### src/rtl/store_buffer_pkg.sv
// Shared constants and types for the posted-write store buffer.
// Default depth, byte-enable encodings and the per-cycle FIFO operation code.
package store_buffer_pkg;

    localparam int SB_DEPTH = 4;
    localparam int SB_LANES = 4;

    localparam logic [SB_LANES-1:0] BE_NONE = 4'b0000;
    localparam logic [SB_LANES-1:0] BE_WORD = 4'b1111;

    // Encoded as {push, pop}.
    typedef enum logic [1:0] {
        OP_IDLE = 2'b00,
        OP_POP  = 2'b01,
        OP_PUSH = 2'b10,
        OP_BOTH = 2'b11
    } sb_op_e;

    function automatic sb_op_e sb_op(input logic push, input logic pop);
        return sb_op_e'({push, pop});
    endfunction

endpackage

### src/rtl/sb_fwd_merge.sv
// Load-forwarding merge: each byte lane takes the youngest buffered store to the
// same word that enables that lane, otherwise the data-memory byte.
module sb_fwd_merge
    import store_buffer_pkg::*;
#(
    parameter int DEPTH  = SB_DEPTH,
    parameter int ADDR_W = 32,
    parameter int DATA_W = 32
) (
    input  logic [DEPTH-1:0][ADDR_W-3:0]   ent_addr,
    input  logic [DEPTH-1:0][DATA_W-1:0]   ent_data,
    input  logic [DEPTH-1:0][DATA_W/8-1:0] ent_be,
    input  logic [DEPTH-1:0]               ent_vld,
    input  logic [$clog2(DEPTH)-1:0]       head,
    input  logic [$clog2(DEPTH):0]         count,
    input  logic                           ld_en,
    input  logic [ADDR_W-3:0]              ld_word,
    input  logic [DATA_W-1:0]              mem_rdata,
    output logic [DATA_W-1:0]              ld_data,
    output logic                           fwd_hit
);

    localparam int LANES = DATA_W / 8;
    localparam int PTR_W = $clog2(DEPTH);
    localparam int CNT_W = PTR_W + 1;

    logic [DEPTH-1:0]  word_match;
    logic [LANES-1:0]  lane_hit;

    // Word match is shared by all lanes; the lane scan only adds the byte enable.
    always_comb begin
        word_match = '0;
        for (int e = 0; e < DEPTH; e++)
            word_match[e] = ent_vld[e] && (ent_addr[e] == ld_word);
    end

    for (genvar b = 0; b < LANES; b++) begin : g_lane
        logic [7:0]       lane_byte;
        logic             lane_fwd;
        logic [PTR_W-1:0] idx;

        // Scan oldest to youngest from head; a younger hit overrides an older one.
        always_comb begin
            lane_byte = mem_rdata[8*b +: 8];
            lane_fwd  = 1'b0;
            idx       = head;
            for (int i = 0; i < DEPTH; i++) begin
                idx = head + PTR_W'(i);
                if ((CNT_W'(i) < count) && word_match[idx] && ent_be[idx][b]) begin
                    lane_byte = ent_data[idx][8*b +: 8];
                    lane_fwd  = 1'b1;
                end
            end
        end

        assign ld_data[8*b +: 8] = lane_byte;
        assign lane_hit[b]       = lane_fwd;
    end

    assign fwd_hit = ld_en & (|lane_hit);

endmodule

### src/rtl/store_buffer.sv
// In-order posted-write buffer between the CPU memory stage and data memory.
// Holds stores in a circular FIFO, drains the head over req/ack, forwards to loads.
module store_buffer
    import store_buffer_pkg::*;
#(
    parameter int DEPTH  = SB_DEPTH,
    parameter int ADDR_W = 32,
    parameter int DATA_W = 32
) (
    input  logic                clk,
    input  logic                reset,
    input  logic                cpu_we,
    input  logic [ADDR_W-1:0]   cpu_addr,
    input  logic [DATA_W-1:0]   cpu_wdata,
    input  logic [DATA_W/8-1:0] cpu_be,
    output logic                cpu_stall,
    input  logic                ld_en,
    input  logic [ADDR_W-1:0]   ld_addr,
    input  logic [DATA_W-1:0]   mem_rdata,
    output logic [DATA_W-1:0]   ld_data,
    output logic                fwd_hit,
    output logic                mem_req,
    output logic [ADDR_W-1:0]   mem_addr,
    output logic [DATA_W-1:0]   mem_wdata,
    output logic [DATA_W/8-1:0] mem_be,
    input  logic                mem_ack,
    output logic                sb_empty
);

    localparam int LANES = DATA_W / 8;
    localparam int PTR_W = $clog2(DEPTH);
    localparam int CNT_W = PTR_W + 1;

    logic [DEPTH-1:0][ADDR_W-3:0] ent_addr;
    logic [DEPTH-1:0][DATA_W-1:0] ent_data;
    logic [DEPTH-1:0][LANES-1:0]  ent_be;
    logic [DEPTH-1:0]             ent_vld;

    logic [PTR_W-1:0] head;
    logic [PTR_W-1:0] tail;
    logic [CNT_W-1:0] count;

    logic empty;
    logic full;
    logic store_req;
    logic push;
    logic pop;

    // Stores are word-aligned; the byte offset bits carry no information here.
    logic unused_addr_lsbs;
    assign unused_addr_lsbs = ^{cpu_addr[1:0], ld_addr[1:0]};

    assign empty     = (count == '0);
    assign full      = (count == CNT_W'(DEPTH));
    assign store_req = cpu_we & (cpu_be != BE_NONE);

    // A full buffer whose head is acked this cycle frees the slot the push needs.
    assign cpu_stall = store_req & full & ~mem_ack;
    assign push      = store_req & ~cpu_stall;
    assign mem_req   = ~empty;
    assign pop       = mem_req & mem_ack;
    assign sb_empty  = empty;

    assign mem_addr  = {ent_addr[head], 2'b00};
    assign mem_wdata = ent_data[head];
    assign mem_be    = ent_be[head];

    always_ff @(posedge clk or posedge reset) begin
        if (reset) begin
            head     <= '0;
            tail     <= '0;
            count    <= '0;
            ent_vld  <= '0;
            ent_addr <= '0;
            ent_data <= '0;
            ent_be   <= '0;
        end else begin
            if (pop) begin
                ent_vld[head] <= 1'b0;
                head          <= head + 1'b1;
            end
            // When full, tail == head: the push must win over the pop's clear.
            if (push) begin
                ent_addr[tail] <= cpu_addr[ADDR_W-1:2];
                ent_data[tail] <= cpu_wdata;
                ent_be[tail]   <= cpu_be;
                ent_vld[tail]  <= 1'b1;
                tail           <= tail + 1'b1;
            end
            case (sb_op(push, pop))
                OP_PUSH: count <= count + 1'b1;
                OP_POP:  count <= count - 1'b1;
                default: count <= count;
            endcase
        end
    end

    sb_fwd_merge #(
        .DEPTH  (DEPTH),
        .ADDR_W (ADDR_W),
        .DATA_W (DATA_W)
    ) u_fwd (
        .ent_addr  (ent_addr),
        .ent_data  (ent_data),
        .ent_be    (ent_be),
        .ent_vld   (ent_vld),
        .head      (head),
        .count     (count),
        .ld_en     (ld_en),
        .ld_word   (ld_addr[ADDR_W-1:2]),
        .mem_rdata (mem_rdata),
        .ld_data   (ld_data),
        .fwd_hit   (fwd_hit)
    );

endmodule
### config.mk
export PLATFORM = sky130hd
export DESIGN_NAME = store_buffer
export DESIGN_NICKNAME = d
export VERILOG_FILES = /design/src/rtl/store_buffer_pkg.sv /design/src/rtl/sb_fwd_merge.sv /design/src/rtl/store_buffer.sv
export SDC_FILE = /design/constraint.sdc
export NUM_CORES = 1
export LEC_CHECK = 0
export CORE_MARGIN = 8
export CORE_UTILIZATION = 45
export CTS_CLUSTER_DIAMETER = 50
export DETAILED_ROUTE_END_ITERATION = 10
export GPL_TIMING_DRIVEN = 0
export PLACE_DENSITY = 0.78
export REMOVE_ABC_BUFFERS = 1
export SKIP_CTS_REPAIR_TIMING = 1
export SLEW_MARGIN = 10
export SYNTH_ARGS = -nofsm -noshare
export SYNTH_HDL_FRONTEND = slang
export SYNTH_HIERARCHICAL = 1
export SYNTH_SLANG_ARGS = --single-unit
### constraint.sdc
create_clock -name clk -period 12.3 [get_ports clk]
set_input_delay 2.46 -clock clk [delete_from_list [all_inputs] [get_ports clk]]
set_output_delay 2.46 -clock clk [all_outputs]
set_load 0.01 [all_outputs]
==> reports/results.tsv, run 1 <==
stage	metric	value	unit
critical_path	WP buf/inv	2	
clock_network	Worst-Skew Late Latency	0.57	ns
min_path	hold path start	ent_data[125]	
synthesis	area leader, netlist	dfrtp_1	
die	core area	44120	sq um
route	Met3 Wirelength	5476	um
grt	vias in the first global route	16540	
sta	RSZ-0062 raised after global routing	false	
synthesis	post-synthesis sequential area ratio	0.3426	
cells_and_area	layout cells sized above 1	0.2702	
route	Via density	6.615	
clock_network	CTS Buffer Depth	3	
synthesis	register bit total from synthesis	275	
critical_path	Worst Setup Start Kind	input pin	
sta	min cycle time layout	9.722	ns
critical_path	Crit. End Element	output port	
cells_and_area	Layout fillers	3677	
critical_path	R2R Path End	ent_data[35]	
synthesis	Cell variety after synth	76	
critical_path	CP Data Arrival Time	7.26	ns
clock_network	Worst-path clk slew	0.06	ns
sta	achievable frequency	102.9	MHz
die	# rows	77	
synthesis	Mapped Cells	1707	
clock_network	clk sinks	275	
cells_and_area	area grow syn2layout	20.54	%
place	Final GP Congestion	0.9301	
clock_network	Root Driver	clkbuf_16	
synthesis	Most used DFF post-synth	dfrtp_1	
outcome	outcome	complete, no violations	
sta	final hold violations	0	
critical_path	Reg-to-Reg Start	count[2]	
sta	Worst Tran Pin Value	1.251	ns
grt	GRT Residual Overflow	0	
synthesis	Syn Std Cell Area	20090	sq um
place	# port buffers	234	
route	drt total wl	64660	um
die	overall die height	227.3	um
clock_network	H-Tree Depth	2	
min_path	Worst Hold End	ent_data[125]	
synthesis	number of synthesized flops with an enable pin	0	
min_path	Hold Path Stages	1	
clock_network	TritonCTS clock tree	yes	
grt	largest net degree at the start of global routing	119	
route	DR iter-0 viols	1558	
route	Post-DRT Antenna Nets	0	
route	drt drc	0	
critical_path	Worst Path Required	9.84	ns
grt	first-pass GRT wire length	99220	um
route	First-pass DRT Iterations	8	
critical_path	slowest cell delay on critical path	0.91	ns
route	DR top layer	met5	
sta	final period utilization	0.7904	
critical_path	r2r setup slk	9.41	ns
critical_path	Crit path top cell by count	clkdlybuf4s50_1	
clock_network	CTS Buf Count	39	
synthesis	Synth top area share	0.3426	
cells_and_area	post-layout util	0.5487	
critical_path	FF-to-FF path depth	4	
route	Via Count	16460	
place	placed cell area	22860	sq um
synthesis	warnings from Yosys	6	
die	die area	51650	sq um
synthesis	Async SR Flop Fraction	1.000	
place	Setup Slack @ Placement	2.660	ns
route	wire per inst	25.99	um
critical_path	crit path kind	input pin to output port	
sta	setup violators final	0	
synthesis	Synth area leaders	dfrtp_1, mux2_2, mux2_4, mux4_2, mux2i_1	
route	Met2 Wirelength	30920	um
sta	Final Skew	0.02713	ns
sta	worst rel slew slack	0.1601	
grt	antenna violations before repair	3	
cells_and_area	fin nets	2013	
power	leakage power	0.009741	uW
die	die width	227.3	um
critical_path	Worst Path Max Fanout	22	
route	WL met1	25480	um
run	Max Cap Viol	0	
place	dpl hpwl	46100	um
cells_and_area	final instance area	24210	sq um
sta	Final WS setup	2.578	ns
sta	Max Slew Vio Count	0	
critical_path	sequence of cells on the critical path	clkdlybuf4s50_1 > xnor2_1 > nand4_1 > nor4_1 > and3_1 > or2_1 > a222oi_1 > a22oi_1 > a22o_1 > clkdlybuf4s50_1	
grt	GRT Util Overall	0.2454	
die	I/O pin cnt	241	
power	Power Dens Cells	305.4	nW/um^2
critical_path	critical path's slowest cell	nor4_1	
critical_path	Top delay family on crit path	simple AND/OR/NAND/NOR gates	
die	Initial Utilization	0.4552	
min_path	HP Class	flip-flop to flip-flop	
synthesis	Syn Area/Cell	11.77	sq um
power	worst vdd ir	0.1928	mV
-- registers in the layout, summed over array words and instances, names as in the netlist --
signal,count
ent_vld,4
ent_addr,120
ent_data,128
tail,2
ent_be,16
count,3
head,2
-- cells by family (layout without fill, tap and decap cells) --
logic type	after synthesis	in the layout	synth area share
other	1	3	0.0001867
DFF	275	275	0.3426
and+or+nand+nor	303	303	0.08896
muxes	468	468	0.3144
adders and majority gates	10	10	0.006603
buffers and inverters	170	357	0.05096
xor gates and xnor gates	125	125	0.05451
AOI/OAI and AO/OA	355	355	0.1418
-- Yosys cell counts, drive strengths merged, types with 3 or more instances --
cell type / instances
clkbuf: 54
o21ai: 52
nor2b: 13
a222oi: 26
nor4: 44
buf: 88
mux4: 66
or3: 5
or4: 10
nor2: 35
o221ai: 98
ha: 9
a21oi: 42
xor2: 53
a21o: 5
dfrtp: 275
nand2b: 3
a22oi: 17
a2111oi: 17
a211oi: 21
nand4: 54
o2111ai: 10
o221a: 8
nand3b: 3
nor4b: 3
nand3: 21
a22o: 31
and4: 4
inv: 26
o2bb2ai: 10
nor3: 33
mux2i: 107
or2: 9
nand2: 52
and3: 4
nand4b: 3
mux2: 295
xnor2: 72
-- cell usage in the layout (no fill, tap or decap), types with 26 or more instances in the layout --
cell type,instances
dfrtp_1,273
clkdlybuf4s50_1,234
mux2_2,179
mux2_4,116
mux2i_1,105
o221ai_1,89
xnor2_1,72
mux4_2,66
nand4_1,54
xor2_1,53
nand2_1,51
clkbuf_16,40
a21oi_1,40
o21ai_0,39
nor4_1,37
nor2_1,32
nor3_1,32
a22o_1,31
a222oi_1,26
-- cell type report --
type | instances | area [sq um] | share of cell area
Antenna cell | 1 | 2.502 | 0.0001034
Clock inverter | 23 | 247.7 | 0.01023
Inverter | 28 | 113.9 | 0.004703
Sequential cell | 275 | 6889 | 0.2845
Multi-Input combinational cell | 1263 | 12250 | 0.5060
Clock buffer | 47 | 1077 | 0.04449
Timing Repair Buffer | 259 | 2889 | 0.1193
Tap cell | 592 | 740.7 | 0.03059
-- worst max-delay path by stage --
stage / start / endpoint / slack [ns] / cells after the start
3_3_place_gp: head[0] / ld_data[14] / -7.70 / 9
6_report: ld_addr[26] / ld_data[31] / 2.58 / 10
5_1_grt: ld_addr[26] / ld_data[28] / 2.42 / 10
3_5_place_dp: ld_addr[23] / ld_data[24] / 2.66 / 10
2_1_floorplan: head[0] / ld_data[14] / -1.61 / 7
4_1_cts: ld_addr[26] / ld_data[23] / 2.71 / 10
-- metrics by stage --
step	total power (uW)	hold slack, ns	instances	setup TNS, ns
floorplan	4843	0.4891	1566	-32.20
detailed placement	6177	0.5348	2417	0
finish	7394	0.5492	2488	0
global route	7795	0.5681	2488	0
global placement	6349	0.5183	2392	-449.46
CTS	7373	0.5490	2487	0
-- power breakdown --
| part | switching, uW | total (uW) | internal (uW) | leakage (uW) |
|---|---|---|---|---|
| sequential | 554 | 1930 | 1380 | 0.00326 |
| combinational | 2110 | 4310 | 2200 | 0.00583 |
| clock | 439 | 1150 | 710 | 0.000651 |
-- layer usage --
layer | up-vias | GRT usage
li1 | 7101 | -
met1 | 8278 | 0.3129
met2 | 887 | 0.4015
met3 | 189 | 0.05526
met4 | 4 | 0.09872
met5 | - | 0
(Power assumes the default switching activity.)
==> inputs of run 2 (changes only) <==
--- a/config.mk
+++ b/config.mk
@@ -10,7 +10,7 @@
 export CTS_CLUSTER_DIAMETER = 50
 export DETAILED_ROUTE_END_ITERATION = 10
 export GPL_TIMING_DRIVEN = 0
-export PLACE_DENSITY = 0.78
+export PLACE_DENSITY = 0.8
 export REMOVE_ABC_BUFFERS = 1
 export SKIP_CTS_REPAIR_TIMING = 1
 export SLEW_MARGIN = 10
==> constraint.sdc (replaced) <==
create_clock -name clk -period 8.79 [get_ports clk]
set_input_delay 1.758 -clock clk [delete_from_list [all_inputs] [get_ports clk]]
set_output_delay 1.758 -clock clk [all_outputs]
set_load 0.01 [all_outputs]
==> run 2 against run 1 <==
First-iteration DRC count is 7.8% higher. Sequential power up 40%. Largest cell class unchanged. Clock power is 44% higher. Combinational power is 40% higher. Register-to-register slack lost 3.6 ns. Setup slack got worse by 2.0 ns.
==> reports/results.tsv, run 2 (synthesis gave the netlist of run 1 again) <==
stage	metric	value	unit
outcome	outcome	complete, no violations	
route	Via density	6.656	
route	Post-DRT Antenna Nets	0	
clock_network	CTS Buffer Depth	3	
min_path	Worst Hold End	tail[0]	
clock_network	Root Driver	clkbuf_16	
critical_path	Worst Setup Start Kind	input pin	
route	First-pass DRT Iterations	6	
power	Power Dens Cells	429.2	nW/um^2
die	core area	44120	sq um
sta	achievable frequency	121.1	MHz
cells_and_area	fin cells	2490	
grt	GRT Residual Overflow	0	
critical_path	Worst Path Max Fanout	22	
sta	final period utilization	0.9398	
sta	Max Slew Vio Count	0	
sta	Final Skew	0.02882	ns
cells_and_area	commonest non-fill, non-tap cell in the layout	dfrtp_1	
route	wire per inst	26.06	um
cells_and_area	fin nets	2012	
die	I/O pin cnt	241	
cells_and_area	Largest register FFs	128	
route	drt total wl	64880	um
place	dpl hpwl	45670	um
cells_and_area	layout cells sized above 1	0.2682	
sta	Final WS setup	0.5294	ns
power	worst vdd ir	0.2364	mV
critical_path	Reg-to-Reg Start	count[2]	
critical_path	FF-to-FF path depth	5	
clock_network	CTS Buf Count	39	
place	Setup Slack @ Placement	0.6170	ns
power	Final Total Pwr	10390	uW
clock_network	TritonCTS clock tree	yes	
grt	antenna violations before repair	7	
cells_and_area	commonest non-fill, non-tap cells in the layout	dfrtp_1, clkdlybuf4s50_1, mux2_2	
die	# rows	77	
critical_path	Worst Path Required	7.03	ns
sta	RSZ-0062 raised after global routing	false	
sta	min cycle time layout	8.261	ns
min_path	hold path start	tail[0]	
critical_path	Crit. End Element	output port	
grt	largest net degree at the start of global routing	121	
clock_network	Worst-Skew Late Latency	0.57	ns
critical_path	R2R Path End	ent_data[39]	
run	Max Cap Viol	0	
grt	first-pass GRT wire length	98640	um
min_path	Hold Path Stages	1	
die	Initial Utilization	0.4552	
clock_network	clk sinks	275	
cells_and_area	Regs by FF count	ent_data: 128 flops, ent_addr: 120 flops, ent_be: 16 flops	
critical_path	r2r setup slk	5.86	ns
clock_network	Worst-path clk slew	0.05	ns
critical_path	crit path kind	input pin to output port	
route	Via Count	16570	
place	# port buffers	234	
route	drt drc	0	
die	die width	227.3	um
sta	worst rel slew slack	0.08017	
sta	setup violators final	0	
critical_path	CP Data Arrival Time	6.50	ns
sta	final hold violations	0	
place	placed cells	2416	
cells_and_area	Most flops, register	ent_data	
place	Final GP Congestion	0.9298	
route	DR iter-0 viols	1679	
grt	vias in the first global route	16540	
sta	Worst Tran Pin Value	1.371	ns
grt	GRT Util Overall	0.2437	
cells_and_area	area grow syn2layout	20.56	%
die	overall die height	227.3	um
clock_network	H-Tree Depth	2	
die	die area	51650	sq um
min_path	HP Class	flip-flop to flip-flop	
power	leakage power	0.009733	uW
==> run 2: changes by cell type in the layout (fill, tap and decap cells not counted), sizes merged <==
| cell | previous run | this run |
|---|---|---|
| bufinv | 4 | 5 |
| clkbuf | 47 | 49 |
| diode | 1 | 4 |
| inv | 28 | 31 |
| clkinv | 15 | 9 |
| buf | 25 | 24 |
==> run 2: critical path, stage by stage <==
cell             delay [ns]
clkdlybuf4s50_1        0.53
xnor2_1                0.44
nand4_1                0.15
nor4_1                 0.88
and3_1                 0.63
or2_1                  0.78
a222oi_1               0.34
a22oi_1                0.30
a22o_1                 0.16
clkdlybuf4s50_1        0.54
==> run 2: how the worst max path moves through the flow <==
stage	endpoint	startpoint	slack, ns	depth (start not counted)
6_report	ld_data[25]	ld_addr[30]	0.53	10
5_1_grt	ld_data[25]	ld_addr[13]	0.35	10
4_1_cts	ld_data[25]	ld_addr[30]	0.56	10
3_5_place_dp	ld_data[25]	ld_addr[30]	0.62	10
3_3_place_gp	ld_data[14]	head[0]	-10.50	9
2_1_floorplan	ld_data[14]	head[0]	-4.42	7
==> run 2: power breakdown <==
group          switching, uW  total (uW)  internal, uW
Clock                    630        1660          1030
Sequential               779        2710          1930
Combinational           2950        6030          3080
Total                   4360       10400          6040
==> run 2: per-layer routing <==
metal / GRT usage / vias to the layer above / part of all wire
met5: 0 / - / 0.00063
met4: 0.1012 / 6 / 0.040
met3: 0.05655 / 174 / 0.086
met2: 0.3981 / 908 / 0.47
met1: 0.3089 / 8392 / 0.40
li1: - / 7093 / -
==> run 2: metrics by stage <==
| step | util | instance area, sq um | TNS [ns] | hold slack (ns) |
|---|---|---|---|---|
| after floorplan | - | 19170 | -275.68 | 0.4891 |
| after global placement | 0.5043 | 22250 | -1484.96 | 0.5168 |
| after detailed placement | 0.5174 | 22830 | 0 | 0.5245 |
| after CTS | 0.5481 | 24190 | 0 | 0.5473 |
| after global routing | 0.5487 | 24210 | 0 | 0.5651 |
| final | 0.5488 | 24220 | 0 | 0.5481 |
==> run 2: layout make-up <==
cell class              instances  area [sq um]
fillers                      3748         19910
multi-input cells            1263         12250
flip-flops and latches        275          6889
repair buffers                258          2858
clock buffers                  49          1085
well taps                     592         740.7
clock inverters                21         270.3
inverters                      28         113.9
diodes                          4         10.01
